## config.mk

```make
export PLATFORM = sky130hd
export DESIGN_NAME = rca_seq_adder
export DESIGN_NICKNAME = d
export VERILOG_FILES = /design/src/rtl/rca_seq_adder.sv
export SDC_FILE = /design/constraint.sdc
export NUM_CORES = 1
export LEC_CHECK = 0
export ABC_AREA = 1
export CAP_MARGIN = 40
export CORE_UTILIZATION = 35
export DETAILED_ROUTE_END_ITERATION = 6
export PLACE_DENSITY = 0.56
export RECOVER_POWER = 100
export SLEW_MARGIN = 20
export SYNTH_ARGS = -nofsm -noshare
export SYNTH_HDL_FRONTEND = slang
export SYNTH_HIERARCHICAL = 1
export SYNTH_SLANG_ARGS = --single-unit
```

## constraint.sdc

```tcl
create_clock -name clk -period 9.55 [get_ports clk]
set_input_delay 0.955 -clock clk [delete_from_list [all_inputs] [get_ports clk]]
set_output_delay 0.955 -clock clk [all_outputs]
set_load 0.02 [all_outputs]
```

## src/rtl/rca_seq_adder.sv

```systemverilog
// Wide add/subtract built from one 4-bit ripple slice, one nibble per clock, LSB first.
// Latency: NIBBLES cycles from accept to done. start is only sampled in IDLE/DONE and is dropped while busy.

module rca4_slice (
  input  logic [3:0] a,
  input  logic [3:0] b,
  input  logic       ci,
  output logic [3:0] s,
  output logic       co
);

  logic c;

  always_comb begin
    c = ci;
    s = '0;
    for (int i = 0; i < 4; i++) begin
      s[i] = a[i] ^ b[i] ^ c;
      c    = (a[i] & b[i]) | (c & (a[i] ^ b[i]));
    end
    co = c;
  end

endmodule

module rca_seq_adder #(
  parameter int NIBBLES = 4
) (
  input  logic                 clk,
  input  logic                 rst,
  input  logic                 start,
  input  logic [4*NIBBLES-1:0] a,
  input  logic [4*NIBBLES-1:0] b,
  input  logic                 cin,
  input  logic                 sub,
  output logic                 busy,
  output logic                 done,
  output logic [4*NIBBLES-1:0] s,
  output logic                 cout,
  output logic                 ovf
);

  localparam int W  = 4 * NIBBLES;
  localparam int IW = $clog2(NIBBLES);

  typedef enum logic [1:0] {
    ST_IDLE,
    ST_RUN,
    ST_DONE
  } state_t;

  state_t          state_q, state_d;
  logic [IW-1:0]   idx_q, idx_d;
  logic            carry_q, carry_d;
  logic [W-1:0]    a_q, a_d;
  logic [W-1:0]    b_q, b_d;
  logic [W-1:0]    sum_q, sum_d;
  logic [W-1:0]    s_q, s_d;
  logic            cout_q, cout_d;
  logic            ovf_q, ovf_d;

  logic [3:0]      sl_a, sl_b, sl_s;
  logic            sl_co;
  logic [W-1:0]    sum_full;
  logic            last;

  rca4_slice u_slice (
    .a  (sl_a),
    .b  (sl_b),
    .ci (carry_q),
    .s  (sl_s),
    .co (sl_co)
  );

  // Working sum with the current slice result merged in; on the last slice this is the final result.
  always_comb begin
    sl_a     = a_q[{idx_q, 2'b00} +: 4];
    sl_b     = b_q[{idx_q, 2'b00} +: 4];
    sum_full = sum_q;
    sum_full[{idx_q, 2'b00} +: 4] = sl_s;
    last     = (idx_q == IW'(NIBBLES - 1));
  end

  always_comb begin
    state_d = state_q;
    idx_d   = idx_q;
    carry_d = carry_q;
    a_d     = a_q;
    b_d     = b_q;
    sum_d   = sum_q;
    s_d     = s_q;
    cout_d  = cout_q;
    ovf_d   = ovf_q;

    case (state_q)
      ST_IDLE, ST_DONE: begin
        if (start) begin
          a_d     = a;
          b_d     = b ^ {W{sub}};
          carry_d = cin ^ sub;
          idx_d   = '0;
          sum_d   = '0;
          state_d = ST_RUN;
        end else begin
          state_d = ST_IDLE;
        end
      end
      ST_RUN: begin
        sum_d   = sum_full;
        carry_d = sl_co;
        if (last) begin
          s_d     = sum_full;
          cout_d  = sl_co;
          ovf_d   = (a_q[W-1] == b_q[W-1]) && (sum_full[W-1] != a_q[W-1]);
          state_d = ST_DONE;
        end else begin
          idx_d = idx_q + 1'b1;
        end
      end
      default: state_d = ST_IDLE;
    endcase
  end

  always_ff @(posedge clk or posedge rst) begin
    if (rst) begin
      state_q <= ST_IDLE;
      idx_q   <= '0;
      carry_q <= 1'b0;
      a_q     <= '0;
      b_q     <= '0;
      sum_q   <= '0;
      s_q     <= '0;
      cout_q  <= 1'b0;
      ovf_q   <= 1'b0;
    end else begin
      state_q <= state_d;
      idx_q   <= idx_d;
      carry_q <= carry_d;
      a_q     <= a_d;
      b_q     <= b_d;
      sum_q   <= sum_d;
      s_q     <= s_d;
      cout_q  <= cout_d;
      ovf_q   <= ovf_d;
    end
  end

  assign busy = (state_q == ST_RUN);
  assign done = (state_q == ST_DONE);
  assign s    = s_q;
  assign cout = cout_q;
  assign ovf  = ovf_q;

endmodule

```

Word-level counts from Yosys, hierarchy flattened
Index checks and enable logic that the tools add are counted.

Register bits after elaboration: 71. Output and inout port bits: 20. Logic and storage cells: 64. Bits of input ports: 37.

Add/sub/neg operators: 2. Multiplexer cells: 11. Shifts and indexed selects: 4. Equality and inequality tests: 8. Reduce and logical (&&, ||, !) cells: 8. Bitwise logic cells: 22.

Operators by type and width (count): one-hot mux 16 bit (2 select lines) (1); variable part select 16 x 5 -> 4 bit (2); bitwise mux 16 bit (1); two-way mux 16 bit (1); variable shift 4 x 6 -> 16 bit, first input constant (1); variable part select 4 x 6 -> 16 bit (1); bitwise XOR 16 bit (1); bitwise XOR 1 bit (9); AND 1 bit (8); one-hot mux 2 bit (2 select lines) (2); two-way mux 2 bit (3); negation 4 -> 6 bit (1); AND reduction 2 bit (3); == test 2 bit, second input constant (2); inequality test 2 bit, second input constant (2); OR 1 bit (4); AND reduction 3 bit (1); adder 2 x 1 -> 2 bit, second input constant (1); == test 2 x 1 -> 1 bit, second input constant (1); logical NOT 2 bit (1); two-way mux 1 bit (2); inequality test 2 x 1 -> 1 bit, second input constant (1); one-hot mux 1 bit (2 select lines) (1); nonzero test 2 bit (1); other kinds (4) (4).

Longest topological paths before layout
Depth in word-level cells: 13. Depth in mapped cells: 19. Depth with buffers taken out: 18.

By module
The synthesis kept the hierarchy.

Modules (own cells, without submodules): rca_seq_adder (seq. area each 1776.7 um^2, instances 1, area each 3399.5 um^2, cells each 409); rca4_slice (seq. area each 0.0 um^2, instances 1, area each 117.6 um^2, cells each 14).

Worst setup path after synthesis
Ideal clock, no wire load.

Kind: flip-flop to flip-flop. From: register idx_q[0]. To: register ovf_q (netlist: ovf). Path buffers: 2. Library setup time: 0.065 ns. Setup slack: 6.487 ns. Period minus slack after synthesis: 3.063 ns. Cell stages (with the launch flop): 19. Data required time: 9.485 ns. Data arrival time: 2.998 ns. Cells stage by stage: dfrtp_1 -> buf_2 -> buf_4 -> nor2_1 -> o22ai_1 -> fa_1 -> inv_1 -> fa_1 -> inv_1 -> fa_1 -> inv_1 -> fa_1 -> inv_1 -> nand3_1 -> o21bai_1 -> nand2_1 -> nand2_1 -> nand2_1 -> nand2_1.

Cells in the longest elaborated chain, start to end: 13. Elaborated cells between the ends (all ways): 27. Those cells by class: add/sub: 1; eq/ne: 2; shift: 4; mux: 1; bitwise: 17; reduce/logical: 2.

RTL lines: start: declaration (RTL line 53) `logic [IW-1:0] idx_q, idx_d;`; start signal: assignment (RTL line 137) `idx_q <= idx_d;`; variable part select 16 x 5 -> 4 bit * (RTL line 77) `sl_a = a_q[{idx_q, 2'b00} +: 4];`; net sl_a[0] (RTL line 62) `logic [3:0] sl_a, sl_b, sl_s;`; bitwise XOR 1 bit (RTL line 19) `c = (a[i] & b[i]) | (c & (a[i] ^ b[i]));`; AND 1 bit (RTL line 19); OR 1 bit * (RTL line 19); AND 1 bit * (RTL line 19); OR 1 bit * (RTL line 19); AND 1 bit * (RTL line 19); OR 1 bit * (RTL line 19); bitwise XOR 1 bit * (RTL line 18) `s[i] = a[i] ^ b[i] ^ c;`; net sl_s[3] (RTL line 62); variable part select 4 x 6 -> 16 bit * (RTL line 80) `sum_full[{idx_q, 2'b00} +: 4] = sl_s;`; bitwise mux 16 bit * (RTL line 80); inequality test 1 bit * (RTL line 114) `ovf_d = (a_q[W-1] == b_q[W-1]) && (sum_full[W-1] != a_q[W-1]);`; logical AND 1 bit * (RTL line 114); end signal: assignment (RTL line 144) `ovf_q <= ovf_d;`; end: declaration (RTL line 60) `logic ovf_q, ovf_d;`.

Mark *: on every way through the listed nets, which the timed path passes. The rest lies on a longest branch. A chain may end at the register's enable or synchronous reset.

Final worst setup path
From: input start. To: register sum_q[15].

Cells in the longest elaborated chain, start to end: 2.

RTL lines: start: declaration (RTL line 31) `input logic start,`; inequality test 2 bit (no source line); AND reduction 2 bit (no source line); end signal: assignment (RTL line 141) `sum_q <= sum_d;`; end: declaration (RTL line 57) `logic [W-1:0] sum_q, sum_d;`.

No other way between the ends.

==> key figures <==
Cells and area
  • Final Cell Area: 4330 sq um
  • Most common cell after layout, fill and taps aside: nand2_1
  • Share of layout cells above drive strength 1: 0.0393
  • Number of inserted diodes: 0
  • Layout area overhead: 23.1%
  • Commonest non-fill, non-tap cells in the layout: 164 x nand2_1, 71 x dfrtp_1, 45 x o21ai_0
  • Fill count: 1025
  • Fin nets: roughly 530

Critical path
  • Crit path arrival time: 5040 ps
  • Crit path cell chain: dlygate4sd3_1 -> nand2_1 -> clkbuf_1 -> inv_1 -> nor2_1 -> inv_1 -> o21ai_0
  • Worst endpoint required time: 9800 ps
  • Most numerous cell on the critical path: inv_1
  • Critical path launch point type: input port
  • Crit. End Element: register
  • Slowest stage cell on the critical path: clkbuf_1
  • CP Max Fanout: 50
  • CP Buf/Inv Count: 4
  • Critical path's top delay family: buffers and inverters
  • Setup CP Type: input port to register
  • Worst path max stage delay: roughly 1300 ps

Route
  • Vias: slightly below 3k
  • Routed WL: roughly 7.7 mm
  • First-pass detailed-route iteration total: 5
  • Vias per Instance: roughly 4.7
  • ANT nets after route: 0
  • Drt initial violations: 104
  • Drt wl/cell: roughly 13 um
  • # DRC: 0

Timing
  • Setup TNS: 0 ps
  • Max Transition Viols Final: 97
  • Tcrit/Tclk final: 0.501
  • Setup Viol. Count Final: 0
  • Worst slew pin tran: ~2400 ps
  • Setup WS post-layout: 4770 ps
  • Min cycle time layout: 4780 ps
  • Max Fclk: 209 MHz
  • Hold Fails Final Rpt: 0
  • RSZ-0062 raised after global routing: no
  • Slew headroom: -0.604
  • Clock Skews: between 10 and 15 ps

Outcome
  • Failing checks: max-capacitance violations, max-slew violations
  • Status: complete, but fails checks

Power and ir drop
  • Clock network power share: 0.160
  • Sw Ratio: 0.449
  • Static Leak: 2.11 nW
  • Combinational group share of total power: 0.482
  • Sequential share of power: 0.358
  • P_int: about 0.00082 W
  • Pwr Density: between 300 and 400 nW/um^2
  • Tot Pwr: between 0.001 and 0.0015 W
  • Max IR drop VDD: between 0.1 and 0.15 mV
  • Psw: 0.000665 W

Synth
  • Syn_area_per_cell: between 8 and 9 sq um
  • Synth cell types: 24
  • Synth top area share: 0.505
  • Flops & latches, synth: a little over 70
  • Yosys warns: 6
  • Synth Cell Area: roughly 3500 sq um
  • Top cell type by total area after synthesis: dfrtp_1
  • Syn Nets: 470
  • Seq/Total Area, Yosys: 0.505
  • Top post-synthesis cells by area: dfrtp_1 51%, nand2_1 17%, o21ai_0 6.4%
  • Synth Instances: approximately 420

Place
  • # port buffers: between 50 and 60
  • Placed Area: 4180 sq um
  • Dpl ws: 5740 ps
  • Gp weighted congestion: 0.815
  • HPWL Detailed: 5.54 mm

Floorplan
  • Die span in y: 102 um
  • Die area: about 10000 sq um
  • Starting density of the core: 0.360
  • Row cnt: 36
  • Core box area: approximately 10000 sq um
  • Die X-Extent: slightly above 100 um
  • Ports: 57

Global route
  • First-pass GRT wire length: between 10 and 15 mm
  • Number of global-route vias before repair: between 2k and 3k
  • Total Routing Usage GR: 0.162
  • Gr ovfl total: 0
  • Initial antenna violation count: 0
  • Largest net degree at the start of global routing: 53

Clocking
  • TritonCTS clock tree: done
  • CTS max path bufs: 2
  • Clk_lat worst skew: 350 ps
  • CTS Buf Count: 9
  • Post-CTS resize count: 0
  • Clk slew on worst S/H paths: approximately 80 ps
  • Setup repair bufs after CTS: 0
  • Root buffer cell: clkbuf_8
  • Clock sinks: 71
  • Hold-fix buffers, CTS: 0
  • Htree depth: 3

Job
  • Number of max-cap violations: 2

Min path
  • HP Class: register to register
==> kinds of logic after synthesis <==
logic type / count (synthesis) / synth area share
compound gates: 68 / 0.106
xor+xnor: 17 / 0.0423
fa+ha+maj: 10 / 0.0441
buf+inv: 59 / 0.0751
flops: 71 / 0.505
simple gates: 198 / 0.228
==> synth_stat cells (all sizes together) <==
cell type / n
buf: 11
clkbuf: 4
clkinv: 1
dfrtp: 71
fa: 4
ha: 6
inv: 43
nand2: 164
nand3: 8
nand4: 2
nor2: 24
o21ai: 46
o21bai: 1
o221ai: 1
o22ai: 20
xnor2: 17
==> flip-flops by register name (all words and copies together), names as in the netlist <==
name / cells
a_q: 16
b_q: 16
carry_q: 1
cout: 1
idx_q: 2
ovf: 1
s: 16
state_q: 2
sum_q: 16
==> worst register-to-register path, stage by stage, from the launching register on <==
cell        delay (ps)
dfrtp_1            340
inv_1               60
nor2_1            1080
clkinv_1           280
nor2_1            1080
clkinvlp_2        1140
o21ai_0            400
==> routing by layer <==
layer | up-vias | wire length (um) | track usage
met5 | - | 0 | 0
met4 | 0 | 127 | 0.0516
met3 | 14 | 325 | 0.0492
met2 | 76 | 3760 | 0.275
met1 | 1350 | 3530 | 0.196
li1 | 1443 | - | -
==> through the flow <==
stage / utilization / hold WS [ps] / instances
floorplan: - / 444 / 423
global placement: 0.425 / 462 / 598
detailed placement: 0.428 / 465 / 599
CTS: 0.448 / 486 / 615
global route: 0.443 / 499 / 617
finish: 0.443 / 476 / 617
==> power groups by stage <==
stage          Clock (W)  Combinational, W  Sequential, W
2_1_floorplan          0          0.000512       0.000536
3_3_place_gp           0          0.000734       0.000539
3_5_place_dp           0          0.000748       0.000541
4_1_cts         0.000244          0.000750       0.000536
5_1_grt         0.000259          0.000821       0.000549
6_report        0.000237          0.000715       0.000530
==> final timing paths <==
path / start / to / slack (ps) / depth (start not counted)
max: start / sum_q[15]$_DFFE_PP0P_ / 4770 / 7
min: s[2]$_DFFE_PP0P_ / s[2]$_DFFE_PP0P_ / 480 / 2
max reg2reg: state_q[0]$_DFFE_PP0P_ / cout$_DFFE_PP0P_ / 5070 / 6
min reg2reg: s[2]$_DFFE_PP0P_ / s[2]$_DFFE_PP0P_ / 480 / 2
max in group asynchronous: rst / b_q[14]$_DFFE_PP0P_ / 5170 / 4
min in group asynchronous: rst / a_q[11]$_DFFE_PP0P_ / 1490 / 3
==> layout make-up <==
cell class | count | area (sq um) | area share
repair buffers | 60 | 587 | 0.136
well taps | 133 | 166 | 0.0385
inverters | 44 | 166 | 0.0385
multi-input cells | 293 | 1430 | 0.331
clock inverters | 7 | 73.8 | 0.0171
flip-flops and latches | 71 | 1780 | 0.411
clock buffers | 9 | 124 | 0.0286
Power figures use the tool's default switching activity.
